===== config.mk =====
export PLATFORM = sky130hd
export DESIGN_NAME = stepper_step_gen
export DESIGN_NICKNAME = d
export VERILOG_FILES = /design/src/rtl/stepper_step_gen.sv
export SDC_FILE = /design/constraint.sdc
export NUM_CORES = 1
export LEC_CHECK = 0
export ABC_AREA = 1
export BUFFER_PORTS_ARGS = -buffer_cell sky130_fd_sc_hd__buf_2
export CORE_UTILIZATION = 47
export DETAILED_ROUTE_END_ITERATION = 6
export GPL_TIMING_DRIVEN = 0
export PLACE_DENSITY = 0.73
export SYNTH_ARGS = -nofsm -noshare
export SYNTH_HDL_FRONTEND = slang
export SYNTH_SLANG_ARGS = --single-unit
export TNS_END_PERCENT = 50

===== constraint.sdc =====
create_clock -name clock -period 2 [get_ports clock]
set_input_delay 0.2 -clock clock [delete_from_list [all_inputs] [get_ports clock]]
set_output_delay 0.2 -clock clock [all_outputs]
set_load 0.02 [all_outputs]

===== src/rtl/stepper_step_gen.sv =====
// ---------------------------------------------------------------------------
// stepper_step_gen
//
// Step/direction pulse generator. The processor loads a signed step count
// and a half-period (in clocks) and strobes cmd_valid. The block then runs
// the move on its own and drives the JA Pmod header.
//
// Parameters:
//   DIR_SETUP : clocks between a DIR change and the first STEP rising edge
//   MIN_HALF  : smallest half-period allowed; smaller requests are clamped
//
// Ports:
//   clock       in   system clock, rising edge
//   reset_n     in   asynchronous active-low reset
//   cmd_steps   in   signed step count (sign selects direction)
//   cmd_half    in   unsigned half-period in clocks
//   cmd_valid   in   command strobe, taken only while cmd_ready is high
//   cmd_ready   out  high only while idle
//   abort       in   stop the move in progress
//   JA          out  [0] STEP, [1] DIR (1 = negative), [2] EN, [3] BUSY,
//                    [4] DONE pulse, [5] ABORTED flag
//   steps_left  out  remaining steps of the current move
//
// Build option:
//   STEPPER_RAMP_EN : linear acceleration. The first step uses 4*H, each
//                     following step shortens by max(H>>2, 1), floor H.
//                     Left undefined, every step uses H and no ramp logic
//                     is built.
// ---------------------------------------------------------------------------
module stepper_step_gen #(
    parameter int unsigned DIR_SETUP = 4,
    parameter int unsigned MIN_HALF  = 2
) (
    input  logic        clock,
    input  logic        reset_n,
    input  logic [31:0] cmd_steps,
    input  logic [31:0] cmd_half,
    input  logic        cmd_valid,
    output logic        cmd_ready,
    input  logic        abort,
    output logic [5:0]  JA,
    output logic [31:0] steps_left
);

    typedef enum logic [2:0] {
        S_IDLE,
        S_SETUP,
        S_HIGH,
        S_LOW,
        S_DONE
    } state_e;

    localparam logic [31:0] SETUP_LAST = (DIR_SETUP == 0) ? 32'd0 : 32'(DIR_SETUP - 1);
    localparam logic [31:0] MIN_HALF_W = 32'(MIN_HALF);

    state_e      state_q, state_d;
    logic [31:0] phase_q, phase_d;   // counts down from (hold length - 1) to 0
    logic [31:0] steps_q, steps_d;
    logic [31:0] half_q, half_d;     // clamped base half-period H
    logic        dir_q, dir_d;
    logic        aborted_q, aborted_d;
    logic        step_q, en_q, done_q, ready_q;

    logic        accept;
    logic [31:0] mag;                // |cmd_steps|; -2^31 maps to 2^31
    logic [31:0] cmd_h;              // max(cmd_half, MIN_HALF)
    logic [31:0] cur_half;           // half-period of the step in progress
    logic [31:0] first_half;         // half-period of the first step
    logic [31:0] next_half;          // half-period of the step after this one

    assign accept = cmd_valid && ready_q;
    assign mag    = cmd_steps[31] ? (~cmd_steps + 32'd1) : cmd_steps;
    assign cmd_h  = (cmd_half < MIN_HALF_W) ? MIN_HALF_W : cmd_half;

`ifdef STEPPER_RAMP_EN
    logic [31:0] cur_q, cur_d;
    logic [31:0] ramp_dec;
    logic [33:0] start_wide;

    // 4*H saturates rather than wrapping for absurdly long half-periods.
    assign start_wide = {cmd_h, 2'b00};
    assign first_half = (start_wide[33:32] != 2'b00) ? 32'hFFFF_FFFF : start_wide[31:0];
    assign ramp_dec   = (half_q[31:2] == 30'd0) ? 32'd1 : {2'b00, half_q[31:2]};
    // Compare in 33 bits so H + dec cannot overflow; never undershoot H.
    assign next_half  = ({1'b0, cur_q} > ({1'b0, half_q} + {1'b0, ramp_dec}))
                      ? (cur_q - ramp_dec) : half_q;
    assign cur_half   = cur_q;
`else
    assign first_half = cmd_h;
    assign next_half  = half_q;
    assign cur_half   = half_q;
`endif

    always_comb begin
        // NOTE: every variable assigned here gets a default first, so no
        // path through the case leaves one unassigned and no latch appears.
        state_d   = state_q;
        phase_d   = phase_q;
        steps_d   = steps_q;
        half_d    = half_q;
        dir_d     = dir_q;
        aborted_d = aborted_q;
`ifdef STEPPER_RAMP_EN
        cur_d     = cur_q;
`endif
        case (state_q)
            S_IDLE: begin
                if (accept) begin
                    dir_d     = cmd_steps[31];
                    aborted_d = 1'b0;
                    steps_d   = mag;
                    half_d    = cmd_h;
`ifdef STEPPER_RAMP_EN
                    cur_d     = first_half;
`endif
                    if (mag == 32'd0) begin
                        state_d = S_DONE;
                    end else if (DIR_SETUP == 0) begin
                        state_d = S_HIGH;
                        phase_d = first_half - 32'd1;
                    end else begin
                        state_d = S_SETUP;
                        phase_d = SETUP_LAST;
                    end
                end
            end
            S_SETUP: begin
                if (abort) begin
                    state_d   = S_DONE;
                    aborted_d = 1'b1;
                end else if (phase_q == 32'd0) begin
                    state_d = S_HIGH;
                    phase_d = cur_half - 32'd1;
                end else begin
                    phase_d = phase_q - 32'd1;
                end
            end
            S_HIGH: begin
                // Abort wins over the HIGH->LOW edge: the count stays frozen.
                if (abort) begin
                    state_d   = S_DONE;
                    aborted_d = 1'b1;
                end else if (phase_q == 32'd0) begin
                    state_d = S_LOW;
                    phase_d = cur_half - 32'd1;
                    steps_d = (steps_q != 32'd0) ? (steps_q - 32'd1) : 32'd0;
                end else begin
                    phase_d = phase_q - 32'd1;
                end
            end
            S_LOW: begin
                // A move that completes on this edge is not reported as
                // aborted, even if abort arrives at the same time.
                if ((phase_q == 32'd0) && (steps_q == 32'd0)) begin
                    state_d = S_DONE;
                end else if (abort) begin
                    state_d   = S_DONE;
                    aborted_d = 1'b1;
                end else if (phase_q == 32'd0) begin
                    state_d = S_HIGH;
                    phase_d = next_half - 32'd1;
`ifdef STEPPER_RAMP_EN
                    cur_d   = next_half;
`endif
                end else begin
                    phase_d = phase_q - 32'd1;
                end
            end
            S_DONE: begin
                state_d = S_IDLE;
            end
            default: begin
                state_d = S_IDLE;
            end
        endcase
    end

    // Outputs are decoded from the next state and registered with it, so JA
    // and cmd_ready change exactly on the edge that changes the state.
    always_ff @(posedge clock or negedge reset_n) begin
        if (!reset_n) begin
            state_q   <= S_IDLE;
            phase_q   <= 32'd0;
            steps_q   <= 32'd0;
            half_q    <= 32'd0;
            dir_q     <= 1'b0;
            aborted_q <= 1'b0;
            step_q    <= 1'b0;
            en_q      <= 1'b0;
            done_q    <= 1'b0;
            ready_q   <= 1'b1;
`ifdef STEPPER_RAMP_EN
            cur_q     <= 32'd0;
`endif
        end else begin
            // NOTE: non-blocking assignments here, so every register samples
            // the values from before this edge regardless of statement order.
            state_q   <= state_d;
            phase_q   <= phase_d;
            steps_q   <= steps_d;
            half_q    <= half_d;
            dir_q     <= dir_d;
            aborted_q <= aborted_d;
            step_q    <= (state_d == S_HIGH);
            en_q      <= (state_d == S_SETUP) || (state_d == S_HIGH) || (state_d == S_LOW);
            done_q    <= (state_d == S_DONE);
            ready_q   <= (state_d == S_IDLE);
`ifdef STEPPER_RAMP_EN
            cur_q     <= cur_d;
`endif
        end
    end

    // EN and BUSY are the same condition and share one register.
    assign JA         = {aborted_q, done_q, en_q, en_q, dir_q, step_q};
    assign cmd_ready  = ready_q;
    assign steps_left = steps_q;

endmodule


# Word level (Yosys, flattened, before mapping)

Index checks and enable logic that the tools add are counted.
W data, S select, Z words.

Word-level logic and storage cells: 70
Input bits: 68
Bits in registers: 105
Output and inout port bits: 39

Bitwise operators: 1
Add/subtract/negate cells: 4
Muxes and demuxes: 25
$lt $le $gt $ge: 1
Eq/ne operators: 12
Reduce and logical (&&, ||, !) cells: 17

Operators with widths:

| operator                | number |
|---|---|
| $mux W32                | 11 |
| $logic_not A32 Y1       | 3 |
| $pmux W32 S3            | 1 |
| $sub A32 B1 Y32 const B | 3 |
| $pmux W32 S2            | 1 |
| $add A32 B1 Y32 const B | 1 |
| $lt A32 B2 Y1 const B   | 1 |
| $not A32 Y32            | 1 |
| $reduce_bool A32 Y1     | 1 |
| $mux W3                 | 7 |
| $eq A3 B2 Y1 const B    | 4 |
| $pmux W3 S4             | 1 |
| $ne A2 B2 Y1 const B    | 5 |
| $reduce_and A4 Y1       | 2 |
| $eq A3 B1 Y1 const B    | 2 |
| $logic_not A3 Y1        | 2 |
| $eq A3 B3 Y1 const B    | 1 |
| $mux W1                 | 3 |
| $pmux W1 S3             | 1 |
| $reduce_and A3 Y1       | 1 |
| $reduce_bool A3 Y1      | 1 |
| $logic_and A1 B1 Y1     | 2 |
| $logic_or A1 B1 Y1      | 2 |
| $reduce_and A2 Y1       | 1 |
| other kinds (2)         | 2 |

# Depth between registers and ports, before layout

Gate-level depths: netlist (run 1).

Depth in word-level cells: 10
Depth in mapped cells: 18
Depth with buffers taken out: 18

# Least setup slack after synthesis (run 1)

No wires, ideal clock.

Path kind: register -> register
Start: register steps_q[0], in the netlist steps_left[0]
End: register phase_q[0]
Stages on the path, launching flop included: 18
Clock period less this slack: 2331 ps
Library setup time: 119 ps
Setup slack: -331 ps
Data required time: 1881 ps
Arrival: 2212 ps
Path buffers: 1
Cell sequence: dfrtp_1 -> inv_1 -> ha_1 -> nand2_2 -> nor2_4 -> nand3_2 -> or2_4 -> nor2_4 -> nand3_2 -> nor2_1 -> nand2_1 -> nand3_1 -> inv_2 -> nand2_8 -> inv_4 -> buf_8 -> nor2_2 -> nor2_1

Word-level cells in the longest chain between the ends: 4

RTL lines:

| element                     | RTL line | text |
|---|---|---|
| start, declared             | 58       | `logic [31:0] steps_q, steps_d;` |
| start signal, assigned      | 200      | `steps_q <= steps_d;` |
| $logic_not A32 Y1           | 154      | `if ((phase_q == 32'd0) && (steps_q == 32'd0)) begin` |
| $logic_and A1 B1 Y1         | 154      |  |
| $ne A2 B2 Y1 (no line)      | -        |  |
| $reduce_and A4 Y1 (no line) | -        |  |
| end signal, assigned        | 199      | `phase_q <= phase_d;` |
| end, declared               | 57       | `logic [31:0] phase_q, phase_d;` |

Every way passes these cells.
A chain may end at the register's enable or synchronous reset.

# Final worst setup path (run 1)

Start: register phase_q[5]
End: register phase_q[23]

Word-level cells in the longest chain between the ends: 5
Elaborated cells on any way between the ends: 9
Classes of those cells: add/sub (1); eq/ne (1); mux (4); reduce/logical (3)

RTL lines:

| element                                                     | RTL line      | text |
|---|---|---|
| $sub A32 B1 Y32 / $logic_not A32 Y1 (equally long branches) | -             |  |
| $mux W32                                                    | 131, 143, 159 |  |
| $mux W32                                                    | 156           | `end else if (abort) begin` |
| $mux W32                                                    | 154           |  |
| $pmux W32 S3                                                | 106           | `case (state_q)` |

Parallel ways exist; a longest one is shown, timed or not. The select of a mux whose other input is x is not followed.

==> results.tsv, run 1 <==
stage	metric	value	unit
global_routing	GRT Total Usage	32.71	%
sta	# setup viols final	70	
cts	clk buf depth	2	
sta	final worst setup slack	-502.2	ps
global_routing	initial antenna violation count	1	
cells_and_area	final non-filler cell total	1642	
global_routing	first-pass GRT wire length	43.86	mm
power	Peak VDD IR	0.5583	mV
routing	wire per inst	17.68	um
cells_and_area	Layout Nets	1488	
floorplanning	core box area	16520	um2
sta	final worst-path cycle share	125.1	%
floorplanning	Die X-Extent	131.7	um
global_routing	pin count of the biggest net entering global routing	55	
placed_design	DP Cell Count	1547	
routing	DRC violations left	0	
cts	Skew-Pair Late Insertion Delay	370	ps
sta	Worst-Margin Slew	805.9	ps
power	Overall Power	12.52	mW
cts	cts bufs inserted	9	
sta	clock skew	10.52	ps
logic_synthesis	Net Count, Synth	1291	
logic_synthesis	Yosys Warn Count	0	
cts	CTS tree	yes	
floorplanning	I/O pin count	107	
floorplanning	Starting Density	47.85	%
cts	CTS Sinks	105	
sta	Tmin final	2502	ps
logic_synthesis	Seq/Total Area, Yosys	33.24	%
power	PD cells	1192	nW/um2
cells_and_area	# diodes	0	
critical_path	CP max FO	8	
routing	Final Routed Wirelength	29.04	mm
routing	Pre-Repair DR Iteration Count	5	
floorplanning	Die H	131.7	um
critical_path	nature of the critical path startpoint	flip-flop	
placed_design	IO buf count	106	
routing	drt via density	5.551	
status	status	finished with violations	
critical_path	Critical Path RT	2260	ps
flow_run	Max Cap Viol	0	
logic_synthesis	cells after synthesis	1220	
floorplanning	Core Rows	47	
logic_synthesis	Post-synth EDFFs	0	
critical_path	crit path kind	reg -> reg	
sta	fin. max-slew vios	0	
status	violated checks	negative setup slack	
floorplanning	die area	17350	um2
global_routing	total grt overflow	0	
placed_design	Place WS	-814.3	ps
logic_synthesis	Synth cell types	50	
placed_design	HPWL after DPL	20.18	mm
placed_design	routability cong.	0.9703	
hold_path	worst min path class	in -> reg	
critical_path	Worst setup EP type	flip-flop	
sta	Final Hold Viols	0	
logic_synthesis	Syn Std Cell Area	7908	um2
logic_synthesis	Avg Cell Area, Syn	6.482	um2
logic_synthesis	ys flop type	dfrtp_1	
cells_and_area	fraction of layout cells with a size suffix above 1	29.40	%
critical_path	CP arrival	2760	ps
cts	clock slew at reported path FFs	70	ps
sta	f_max	399.6	MHz
sta	RSZ-0062 raised after global routing	yes	
cts	number of H-tree levels	3	
routing	post-route ant nets	0	
cells_and_area	area delta synth->final	32.80	%
cts	root buffer selected by CTS	clkbuf_16	
logic_synthesis	FFs w/ async S/R, synth	100.0	%
logic_synthesis	flops & latches, synth	105	
power	Lkg Pwr	5.259	nW
routing	drt initial violations	700	
routing	total number of vias	9114	
global_routing	vias in the first global route	8687	
sta	Max-slew headroom	46.27	%
-- area by class of cell --
| type | instances | area (um2) |
|---|---|---|
| fillers | 1455 | 6023 |
| multi-input cells | 960 | 5090 |
| flip-flops and latches | 105 | 2635 |
| repair buffers | 186 | 1355 |
| inverters | 116 | 450.4 |
| plain buffers | 39 | 400.4 |
| well taps | 220 | 275.3 |
| clock buffers | 9 | 225.2 |
| clock inverters | 7 | 70.07 |
-- report_power, final --
part	internal [mW]	switching, mW
Combinational	2.75	4.25
Clock	0.973	0.873
Sequential	2.87	0.805
Total	6.59	5.93
-- cell usage after synthesis (all sizes together), types with 2 or more instances --
| master | count | area (um2) |
|---|---|---|
| a32oi | 2 | 17.52 |
| or2 | 7 | 46.30 |
| o21ai | 74 | 396.6 |
| nand4 | 25 | 171.4 |
| o221ai | 2 | 17.52 |
| nor3 | 20 | 120.1 |
| a31oi | 8 | 50.05 |
| and2 | 3 | 18.77 |
| ha | 3 | 37.54 |
| a21oi | 65 | 329.1 |
| nor4 | 11 | 68.82 |
| xor2 | 21 | 183.9 |
| o21a | 4 | 30.03 |
| a22oi | 6 | 45.04 |
| nand3 | 76 | 395.4 |
| xnor2 | 4 | 35.03 |
| dfrtp | 104 | 2603 |
| inv | 115 | 434.2 |
| nand2 | 418 | 1645 |
| buf | 28 | 232.7 |
| nor2 | 189 | 795.8 |
| clkbuf | 11 | 41.29 |
| nand3b | 17 | 127.6 |
-- critical path, stage by stage (launching register included) --
cell	delay, ps
dfrtp_2	440
nor2_1	90
nand2_1	120
nor2_2	180
nand2_4	100
nor2_8	220
buf_8	170
nand2_1	80
nand2_2	90
nand2_4	80
nor3_4	240
nand2_4	120
nor2_4	200
nand3b_1	140
nand3_2	80
nand2_1	50
-- final timing paths --
kind | start | to | slack (ps) | cells past startpoint
min in group asynchronous | reset_n | cur_half[8] | 440 | 2
worst min register to register | cur_half[23] | cur_half[23] | 480 | 2
worst min-delay path | cmd_valid | cmd_ready | 30 | 2
worst max-delay path | phase_q[5] | phase_q[23] | -500 | 15
max in group asynchronous | reset_n | steps_left[27] | 840 | 3
worst max register to register | phase_q[5] | phase_q[23] | -500 | 15
-- metal layers --
layer / vias up / track usage [%] / wire length (um)
li1: 4349 / - / -
met1: 4191 / 37.17 / 10820
met2: 442 / 56.50 / 14290
met3: 130 / 6.250 / 1991
met4: 2 / 20.74 / 1922
met5: - / 0 / 13
-- through the flow --
stage               utilization (%)  hold WS [ps]  cell area (um2)  setup TNS (ps)
global route                  63.55         46.03            10500          -35580
detailed placement            53.37         306.6             8820          -55200
CTS                           61.47         17.33            10160          -17000
global placement              53.19         390.4             8790         -108830
finish                        63.55         25.74            10500          -26960
floorplan                         -        -95.59             7984           -6486
-- flip-flops by register name, summed over array words and instances, names as in the netlist --
register / flops
cur_half: 32
phase_q: 32
steps_left: 32
state_q: 3
aborted_q: 1
cmd_ready: 1
dir_q: 1
done_q: 1
en_q: 1
step_q: 1
-- cells by family after synthesis --
family | synth area share, %
flip-flops | 33.24
adder cells (fa/ha/maj) | 0.4747
AND/OR/NAND/NOR | 42.94
XOR/XNOR | 2.769
AO/OA/AOI/OAI | 11.57
buffers and inverters | 9.003
-- what timing repair did --
item                                    in CTS  in global routing
endpoints found under the hold margin       52                  0
endpoints found under the setup margin     104                102
hold buffers                                 1                  0
resized for setup                          134                 63
gates cloned                                 5                  4
pin swaps                                   42                 30
setup buffers                               62                  7
-- layout by cell type (no fill, tap or decap), drive strengths merged, types with 7 or more instances in the layout --
cell type,synthesis,routed
or2,7,7
a31oi,8,8
a21oi,65,65
clkbuf,11,23
inv,115,116
o21ai,74,74
nor2,189,189
nand3,76,76
nor4,11,11
buf,28,209
nand4,25,25
dfrtp,104,104
nor3,20,20
xor2,21,21
nand3b,17,17
nand2,418,418
Power figures use the tool's default switching activity.
==> run 2: changes to the inputs <==
SKIP_CTS_REPAIR_TIMING = 1   (was not set)
==> results.tsv, run 2 (synthesis results as in run 1) <==
stage	metric	value	unit
sta	Tmin final	2547	ps
routing	Final Routed Wirelength	28.55	mm
cells_and_area	most frequent cells in the layout	nand2_1, nor2_1, buf_2	
critical_path	Worst R2R Path Depth	13	
cts	root buffer selected by CTS	clkbuf_16	
critical_path	crit path kind	reg -> reg	
routing	met2 wire len	14.18	mm
routing	drt initial violations	890	
cts	cts bufs inserted	9	
cts	CTS tree	yes	
global_routing	initial antenna violation count	0	
critical_path	Worst setup EP type	flip-flop	
hold_path	hold depth	2	
routing	wire per inst	17.51	um
critical_path	CP max FO	7	
floorplanning	I/O pin count	107	
status	violated checks	negative setup slack	
global_routing	vias in the first global route	7844	
cells_and_area	design area	10540	um2
sta	Hold Worst Slack	21.78	ps
sta	final worst setup slack	-546.7	ps
cts	Skew-Pair Late Insertion Delay	370	ps
sta	clock skew	12.69	ps
power	PD cells	1173	nW/um2
sta	# setup viols final	68	
routing	post-route ant nets	0	
cells_and_area	fraction of layout cells with a size suffix above 1	30.35	%
hold_path	WHS Endpoint	cmd_ready	
flow_run	Max Cap Viol	0	
cells_and_area	Fill cells	1437	
critical_path	Worst R2R Setup Slack	-550	ps
global_routing	pin count of the biggest net entering global routing	55	
global_routing	GRT Total Usage	29.96	%
sta	RSZ-0062 raised after global routing	yes	
cells_and_area	area delta synth->final	33.23	%
routing	drt via density	5.495	
routing	met3 wire length	1.830	mm
critical_path	r2r endpoint	phase_q[23]	
routing	Metal-1 WL	10.99	mm
routing	uppermost routed layer	met4	
power	Peak VDD IR	0.5868	mV
cells_and_area	Final Util	63.75	%
hold_path	hold path startpoint	cmd_valid	
critical_path	FF-to-FF Start	phase_q[5]	
floorplanning	Die H	131.7	um
cts	CTS Sinks	105	
critical_path	Critical Path RT	2250	ps
critical_path	worst-path cell chain	nor2_1, nand2_1, nor2_2, nand2_4, nor2_8, a21oi_1, nand3_1, nor2_2, nand2_4, nor2_4, nand3b_1, nand3_2, nand2_1	
critical_path	crit path max-delay cell type	dfrtp_2	
cts	number of H-tree levels	3	
cells_and_area	Multi-input gate area	5220	um2
floorplanning	Die X-Extent	131.7	um
routing	Pre-Repair DR Iteration Count	5	
sta	setup TNS	-24490	ps
sta	Final Hold Viols	0	
cells_and_area	Layout Nets	1476	
critical_path	CP peak stage delay	420	ps
power	Lkg Pwr	5.239	nW
cells_and_area	final non-filler cell total	1631	
placed_design	DP Cell Count	1547	
sta	final worst-path cycle share	127.3	%
cts	clk buf depth	2	
critical_path	CP arrival	2800	ps
routing	DRC violations left	0	
placed_design	HPWL after DPL	20.18	mm
global_routing	total grt overflow	0	
sta	fin. max-slew vios	0	
placed_design	routability cong.	0.9703	
cells_and_area	register area	2635	um2
status	status	finished with violations	
sta	Worst-Margin Slew	721.2	ps
floorplanning	Core Rows	47	
cells_and_area	commonest non-fill, non-tap cell in the layout	nand2_1	
cts	clock slew at reported path FFs	70	ps
sta	f_max	392.7	MHz
global_routing	first-pass GRT wire length	40.34	mm
critical_path	nature of the critical path startpoint	flip-flop	
placed_design	dpl cell area	8820	um2
placed_design	IO buf count	106	
routing	total number of vias	8963	
floorplanning	die area	17350	um2
floorplanning	Starting Density	47.85	%
hold_path	worst min path class	in -> reg	
floorplanning	core box area	16520	um2
sta	Max-slew headroom	51.92	%
run 2: cell count changes in the layout (fill, tap and decap cells not counted), moves of 4 or more:
| cell | previous run | this run |
|---|---|---|
| a21oi_1 | 43 | 38 |
| a21oi_2 | 20 | 25 |
| buf_4 | 75 | 63 |
| inv_2 | 7 | 2 |
| nand2_2 | 30 | 26 |
| nand2_4 | 9 | 17 |
| nor2_1 | 138 | 131 |
| nor2_2 | 35 | 40 |
run 2: final cells by class:
class | instances | share of cell area [%]
Sequential cell | 105 | 25.01
Timing Repair Buffer | 174 | 11.86
Buffer | 38 | 3.741
Multi-Input combinational cell | 961 | 49.55
Antenna cell | 1 | 0.02375
Tap cell | 220 | 2.613
Clock buffer | 9 | 2.138
Clock inverter | 7 | 0.6651
Inverter | 116 | 4.394
run 2: metrics by stage:
| step | total power [mW] | worst slack [ps] |
|---|---|---|
| finish | 12.36 | -546.7 |
| CTS | 10.62 | -822.0 |
| global placement | 8.680 | -792.5 |
| detailed placement | 8.775 | -814.3 |
| floorplan | 7.078 | -195.0 |
| global route | 13.02 | -638.8 |
run 2: report_power, final:
part | switching (mW) | internal, mW
logic | 4.21 | 2.59
registers | 0.849 | 2.87
clock network | 0.879 | 0.972
run 2: routing by layer:
metal	global-route usage, %	vias up
met3	5.131	119
met4	13.70	0
li1	-	4319
met5	0	-
met1	36.11	4115
met2	52.12	410
run 2: how the worst max path moves through the flow:
stage / start / end
global placement: phase_q[5] / phase_q[24]
detailed placement: phase_q[5] / phase_q[24]
global route: phase_q[16] / phase_q[29]
CTS: phase_q[5] / phase_q[24]
finish: phase_q[5] / phase_q[23]
floorplan: steps_left[1] / phase_q[0]
run 2: worst max-delay path, delay by kind of cell (launching register included):
kind / cells / cell delay [ps]
simple gates: 12 / 1730
flops: 1 / 420
compound gates: 1 / 280
==> run 3: changes to the inputs <==
CAP_MARGIN = 40   (was not set)
CORE_UTILIZATION = 53   (was 47)
PLACE_DENSITY = 0.8   (was 0.73)
==> results.tsv, run 3 (synthesis results as in run 1) <==
stage	metric	value	unit
critical_path	CP arrival	2700	ps
sta	clock skew	10.40	ps
critical_path	nature of the critical path startpoint	flip-flop	
sta	setup TNS	-26990	ps
critical_path	Worst setup EP type	flip-flop	
sta	RSZ-0062 raised after global routing	yes	
critical_path	largest delay contributor family on the critical path	simple AND/OR/NAND/NOR gates	
sta	final worst setup slack	-450.8	ps
power	Peak VDD IR	0.5741	mV
cts	CTS tree	yes	
critical_path	crit path max-delay cell type	dfrtp_2	
sta	Worst-Margin Slew	637.6	ps
global_routing	total grt overflow	0	
routing	met3 wire length	1.828	mm
sta	final worst-path cycle share	122.5	%
placed_design	routability cong.	0.9507	
hold_path	hold depth	2	
critical_path	instance count on the critical path	15	
critical_path	crit path kind	reg -> reg	
routing	uppermost routed layer	met4	
sta	Tmin final	2451	ps
routing	post-route ant nets	0	
cts	root buffer selected by CTS	clkbuf_16	
cts	cts bufs inserted	9	
critical_path	CP max FO	10	
sta	Final Hold Viols	0	
cells_and_area	commonest non-fill, non-tap cell in the layout	nand2_1	
status	status	finished with violations	
placed_design	HPWL after DPL	19.50	mm
flow_run	Max Cap Viol	0	
global_routing	GRT Total Usage	34.42	%
floorplanning	core box area	14530	um2
critical_path	Critical Path RT	2250	ps
floorplanning	I/O pin count	107	
power	PD cells	1184	nW/um2
floorplanning	Die H	124.1	um
cells_and_area	area delta synth->final	22.52	%
critical_path	CP peak stage delay	440	ps
global_routing	initial antenna violation count	0	
cts	clock slew at reported path FFs	80	ps
sta	f_max	408.0	MHz
global_routing	pin count of the biggest net entering global routing	66	
power	Lkg Pwr	4.916	nW
routing	total number of vias	8786	
cts	clk buf depth	2	
cells_and_area	# diodes	0	
cells_and_area	Layout Nets	1443	
global_routing	vias in the first global route	8039	
cts	number of H-tree levels	3	
routing	Pre-Repair DR Iteration Count	5	
sta	Max-slew headroom	57.10	%
critical_path	Crit path buffers/inverters	3	
floorplanning	Die X-Extent	124.1	um
routing	wire per inst	16.88	um
sta	# setup viols final	88	
floorplanning	Starting Density	54.41	%
critical_path	Worst R2R Path Depth	15	
routing	Metal-1 WL	10.13	mm
cells_and_area	most frequent cells in the layout	nand2_1, nor2_1, buf_2	
cells_and_area	Final Util	66.66	%
routing	drt initial violations	892	
routing	drt via density	5.628	
routing	Final Routed Wirelength	26.34	mm
sta	Hold Worst Slack	18.43	ps
cts	Skew-Pair Late Insertion Delay	370	ps
routing	DRC violations left	0	
sta	fin. max-slew vios	0	
cells_and_area	fraction of layout cells with a size suffix above 1	24.33	%
floorplanning	die area	15410	um2
floorplanning	Core Rows	44	
global_routing	first-pass GRT wire length	39.89	mm
cts	CTS Sinks	105	
status	violated checks	negative setup slack	
routing	met2 wire len	13.02	mm
hold_path	worst min path class	in -> reg	
critical_path	worst-path cell chain	inv_4, ha_4, nand2_4, nor2_4, nand3_2, or2_4, nor2_4, nand3_4, nand2_2, inv_1, buf_2, nand2_1, o21ai_0, nand2_1, o21ai_0	
placed_design	IO buf count	106	
[run 3: final cells by class]
type	instances	area, um2
multi-input cells	962	4906
repair buffers	139	859.6
plain buffers	39	324.1
inverters	116	445.4
fillers	1292	4846
clock inverters	5	37.54
flip-flops and latches	105	2633
well taps	184	230.2
clock buffers	11	252.7
[run 3: report_power, final]
| group | total, mW | switching, mW | leakage [nW] | internal [mW] |
|---|---|---|---|---|
| Clock | 1.77 | 0.854 | 0.138 | 0.918 |
| Sequential | 3.66 | 0.797 | 1.32 | 2.87 |
| Combinational | 6.04 | 3.87 | 3.46 | 2.16 |
[run 3: per-layer routing]
metal / GRT usage, % / vias up
li1: - / 4250
met1: 39.42 / 4012
met2: 59.60 / 418
met3: 6.548 / 106
met4: 20.01 / 0
met5: 0 / -
[run 3: path summary, 6_finish.rpt]
check | startpoint | endpoint | slack, ps
min | cmd_valid | cmd_ready | 20
max reg2reg | steps_left[1] | steps_left[2] | -450
min reg2reg | cur_half[3] | cur_half[3] | 480
min in group asynchronous | reset_n | en_q | 360
max in group asynchronous | reset_n | cmd_ready | 910
max | steps_left[1] | steps_left[2] | -450
[run 3: worst reg2reg max path, stage by stage (launching register included)]
cell     delay [ps]
dfrtp_2         440
inv_4            80
ha_4            160
nand2_4          60
nor2_4          170
nand3_2         110
or2_4           260
nor2_4          140
nand3_4         110
nand2_2         180
inv_1           100
buf_2           210
nand2_1         100
o21ai_0          80
nand2_1          80
o21ai_0          80
[run 3: through the flow]
stage / cells / power (mW) / instance area (um2) / worst slack, ps
2_1_floorplan: 1220 / 7.078 / 7984 / -195.0
3_5_place_dp: 1511 / 8.722 / 8775 / -745.2
4_1_cts: 1527 / 10.49 / 9065 / -774.4
3_3_place_gp: 1510 / 8.620 / 8745 / -715.5
5_1_grt: 1561 / 12.22 / 9688 / -610.2
6_report: 1561 / 11.47 / 9688 / -450.8
